$ cat config.mk
export PLATFORM = sky130hd
export DESIGN_NAME = pwm_peripheral
export DESIGN_NICKNAME = d
export VERILOG_FILES = /design/src/rtl/pwm_pkg.sv /design/src/rtl/pwm_tick_gen.sv /design/src/rtl/pwm_peripheral.sv
export SDC_FILE = /design/constraint.sdc
export NUM_CORES = 1
export LEC_CHECK = 0
export CAP_MARGIN = 25
export CORE_ASPECT_RATIO = 2
export CORE_MARGIN = 4
export CORE_UTILIZATION = 45
export DETAILED_ROUTE_END_ITERATION = 8
export GPL_TIMING_DRIVEN = 0
export PLACE_DENSITY = 0.84
export RECOVER_POWER = 25
export SYNTH_ARGS = -nofsm -noshare
export SYNTH_HDL_FRONTEND = slang
export SYNTH_SLANG_ARGS = --single-unit
$ cat constraint.sdc
create_clock -name clk -period 2.4 [get_ports clk]
set_input_delay 0.72 -clock clk [delete_from_list [all_inputs] [get_ports clk]]
set_output_delay 0.72 -clock clk [all_outputs]
set_load 0.02 [all_outputs]
$ cat src/rtl/pwm_pkg.sv
// Shared constants and types for the PWM output stage.
// Counter width, wrap value, full-duty code and the 16-pin vector type.
package pwm_pkg;

  localparam int PWM_CNT_W = 8;
  localparam logic [PWM_CNT_W-1:0] PWM_MAX = 8'd254;
  localparam logic [PWM_CNT_W-1:0] DUTY_FULL = 8'hFF;

  typedef logic [15:0] pin_vec_t;

endpackage

$ cat src/rtl/pwm_tick_gen.sv
// Prescaler: tick is high for one clock every CLK_DIV clocks.
// Ports: clk, rst_n (async low), tick. Parameter CLK_DIV >= 2.
module pwm_tick_gen #(
  parameter int CLK_DIV = 3000
) (
  input  logic clk,
  input  logic rst_n,
  output logic tick
);

  localparam int DIV_W = (CLK_DIV > 1) ? $clog2(CLK_DIV) : 1;
  localparam logic [DIV_W-1:0] DIV_LAST = DIV_W'(CLK_DIV - 1);

  logic [DIV_W-1:0] div_cnt;

  assign tick = (div_cnt == DIV_LAST);

  always_ff @(posedge clk or negedge rst_n) begin
    if (!rst_n) begin
      div_cnt <= '0;
    end else if (tick) begin
      div_cnt <= '0;
    end else begin
      div_cnt <= div_cnt + 1'b1;
    end
  end

endmodule

$ cat src/rtl/pwm_peripheral.sv
// 16-pin output stage: each pin forced low, forced high or shared PWM.
// Ports: clk, rst_n, en_out, en_pwm, duty -> out, period_start. Macro: PWM_SHADOW_EN.
module pwm_peripheral
  import pwm_pkg::*;
#(
  parameter int CLK_DIV = 3000
) (
  input  logic       clk,
  input  logic       rst_n,
  input  pin_vec_t   en_out,
  input  pin_vec_t   en_pwm,
  input  logic [7:0] duty,
  output pin_vec_t   out,
  output logic       period_start
);

  logic                 tick;
  logic                 wrap;
  logic                 pwm_lvl;
  logic [PWM_CNT_W-1:0] pwm_cnt;
  logic [PWM_CNT_W-1:0] duty_eff;
  pin_vec_t             out_nxt;

  pwm_tick_gen #(
    .CLK_DIV(CLK_DIV)
  ) u_tick (
    .clk  (clk),
    .rst_n(rst_n),
    .tick (tick)
  );

  assign wrap = tick && (pwm_cnt == PWM_MAX);

  always_ff @(posedge clk or negedge rst_n) begin
    if (!rst_n) begin
      pwm_cnt <= '0;
    end else if (tick) begin
      pwm_cnt <= wrap ? '0 : pwm_cnt + 1'b1;
    end
  end

`ifdef PWM_SHADOW_EN
  // Duty only changes at the period boundary, so no runt pulses.
  always_ff @(posedge clk or negedge rst_n) begin
    if (!rst_n) begin
      duty_eff <= '0;
    end else if (wrap) begin
      duty_eff <= duty;
    end
  end
`else
  assign duty_eff = duty;
`endif

  assign pwm_lvl = (duty_eff == DUTY_FULL) || (pwm_cnt < duty_eff);

  // Enabled pins drive 1 unless PWM-selected, then follow the waveform.
  assign out_nxt = en_out & (~en_pwm | {16{pwm_lvl}});

  always_ff @(posedge clk or negedge rst_n) begin
    if (!rst_n) begin
      out          <= '0;
      period_start <= 1'b0;
    end else begin
      out          <= out_nxt;
      period_start <= wrap;
    end
  end

endmodule
==> metrics.txt <==
initial antenna violation count=0; Worst setup EP type=flop; ANT nets after route=0; Clock transition at path regs=0.08 ns; CTS tree=yes; vias=1475; row cnt=32; Worst EP required=2.59 ns; clock latency at the later pin of the worst-skew pair=0.29 ns; initial drt markers=23; Power, Total=1.21 mW; Combinational Power Share=0.126; Port-buffer cells=58; Final Skew=0.0131 ns; Synth Area per Inst=10.8 sq um; total of max-cap violations=0; Slew Limit Fails=0; Flop pwr share=0.528; DRC Markers=0; # diodes=0; Seq/Total Area, Yosys=0.524; largest net degree at the start of global routing=38; Total GRT Usage=0.189; Net Sw Frac=0.234; Die Y=96.6 um; worst setup margin=0.146 ns; final net count=282; Cell Int Power=0.930 mW; global placer's final weighted congestion=0.794; Slew headroom=0.402; routed length per placed instance=16.0 um; Die X=52.3 um; top post-synthesis cells by area=dfrtp_1, ha_1, a21boi_0, and3_1, o21ai_0; H-Tree Depth=2; I/O Pins=59; Final TNS setup=0 ns; most frequent cell after synthesis=dfrtp_1; vias per cell=5.23; Core Area=3840 sq um; Worst Tran Pin Value=0.897 ns; Synth top cells by count=dfrtp_1, a21boi_0, inv_1, o21ai_0; post-route cell area=2560 sq um; Top FF cell, synth=dfrtp_1; Seq cells post-synth=37; share of layout cells above drive strength 1=0.0909; ys async rst share=1.00; leakage=1.17 nW; NetSw=0.284 mW; final hold vios=0; CTS Root Cell=clkbuf_8; status=complete, no violations; Netlist cell types=33; GR Overflow Total=0; vias in the first global route=1516; full die area=5060 sq um; Synth Instances=163; Power Density=473 nW/um^2; crit path time final=2.25 ns; Final period util=0.939; P&R area growth vs syn=45.1%; drt pass-1 iters=4; top-area cell type share of the netlist area=0.524; critical path arrival=2.45 ns; Hold WC Path Type=flop to flop; Syn Nets=215; first-pass GRT wire length=7080 um; pre-CTS setup slack=-0.569 ns; Yosys top cell by area=dfrtp_1; Clock Path Buffers=2; Setup crit start kind=input port; hpwl dp=3460 um; Routed WL=4520 um; Yosys warning count=0; Post-synth EDFFs=0; RSZ-0062 raised after global routing=false; CTS buffer count=5; Max Fclk=0.444 GHz; Fillers=312; # setup viols final=0; Max VDD drop=0.000567 V; critical path peak fanout=6; Post-Place Cell Area=2410 sq um; critical path type=input port to flop; Starting Density=0.460; Clk pwr share=0.346; Sink Count=37; Syn Std Cell Area=1770 sq um; placed cell count=272; Layout Cells excl Fill=282
-- path summary, 6_finish.rpt --
kind	start	to	slack [ns]	depth (start not counted)
setup / recovery	duty[1]	out[0]	0.15	7
hold / removal	u_tick.div_cnt[0]	u_tick.div_cnt[0]	0.47	1
setup reg to reg	pwm_cnt[5]	out[0]	0.49	6
hold reg to reg	u_tick.div_cnt[0]	u_tick.div_cnt[0]	0.47	1
max in group asynchronous	rst_n	u_tick.div_cnt[3]	1.28	1
min in group asynchronous	rst_n	pwm_cnt[5]	0.54	1
-- routing by layer --
metal  wire (um)  GRT usage  vias up
li1            -          -      712
met1        1540      0.183      739
met2        2820      0.359       22
met3         113     0.0354        2
met4          54     0.0768        0
met5           0          0        -
-- cells in the final DEF, fill, tap and decap left out, types with 2 or more instances in the layout --
cell type and count:
ha_4 3, a21oi_1 7, clkdlybuf4s50_1 53, a21boi_1 4, and3_1 9, o21ai_1 2
nand3_1 9, nand4_1 3, ha_1 7, and4_1 3, xnor2_1 3, mux2i_1 2
xor2_1 4, dlymetal6s2s_1 4, nor2_1 8, dfrtp_1 37, or3_1 3, a21boi_0 12
clkinv_2 2, buf_4 2, o21ai_0 10, clkbuf_8 6, nand2_1 10, inv_1 10
-- kinds of logic (layout without fill, tap and decap cells) --
family / Yosys count / count (layout) / synth area share
simple gates: 52 / 52 / 0.171
compound gates: 41 / 41 / 0.158
flops: 37 / 37 / 0.524
buf+inv: 14 / 82 / 0.0311
fa+ha+maj: 10 / 10 / 0.0708
xor+xnor: 7 / 7 / 0.0347
mux: 2 / 2 / 0.0113
-- critical path, cell delays in order --
cell and delay (ns):
clkdlybuf4s50_1 0.48, inv_1 0.05, ha_1 0.30, a2111oi_2 0.33
o32ai_2 0.16, buf_4 0.18, a21boi_0 0.22
-- final cells by class --
cell class / instances / area [sq um] / share of cell area
well taps: 51 / 63.8 / 0.0249
repair buffers: 60 / 601 / 0.234
clock buffers: 5 / 68.8 / 0.0268
multi-input cells: 112 / 825 / 0.321
clock inverters: 3 / 17.5 / 0.00683
plain buffers: 3 / 22.5 / 0.00878
inverters: 11 / 41.3 / 0.0161
flip-flops and latches: 37 / 926 / 0.361
-- state kept, by name, summed over array words and instances, names as in the netlist --
register and count:
out 16, u_tick.div_cnt 12, pwm_cnt 8, period_start 1
-- stage by stage --
stage / hold WS (ns) / util
3_3_place_gp: 0.448 / 0.628
5_1_grt: 0.481 / 0.667
4_1_cts: 0.473 / 0.653
2_1_floorplan: 0.424 / -
6_report: 0.472 / 0.667
3_5_place_dp: 0.463 / 0.626
-- power by group through the flow --
| stage | logic, mW | registers (mW) | clock network, mW |
|---|---|---|---|
| final | 0.153 | 0.641 | 0.420 |
| after global routing | 0.164 | 0.642 | 0.461 |
| after CTS | 0.152 | 0.641 | 0.435 |
| after detailed placement | 0.151 | 0.653 | 0 |
| after global placement | 0.149 | 0.652 | 0 |
| after floorplan | 0.0192 | 0.671 | 0 |
-- timing repair --
| action | 4_1_cts | 5_1_grt |
|---|---|---|
| setup endpoints to repair | 13 | 15 |
| setup buffers | 1 | 0 |
| resized for setup | 2 | 14 |
| hold buffers | 0 | 0 |
| gates cloned | 0 | 1 |
| endpoints found under the hold margin | 0 | 0 |
| pin swaps | 1 | 3 |
(Power assumes the default switching activity.)
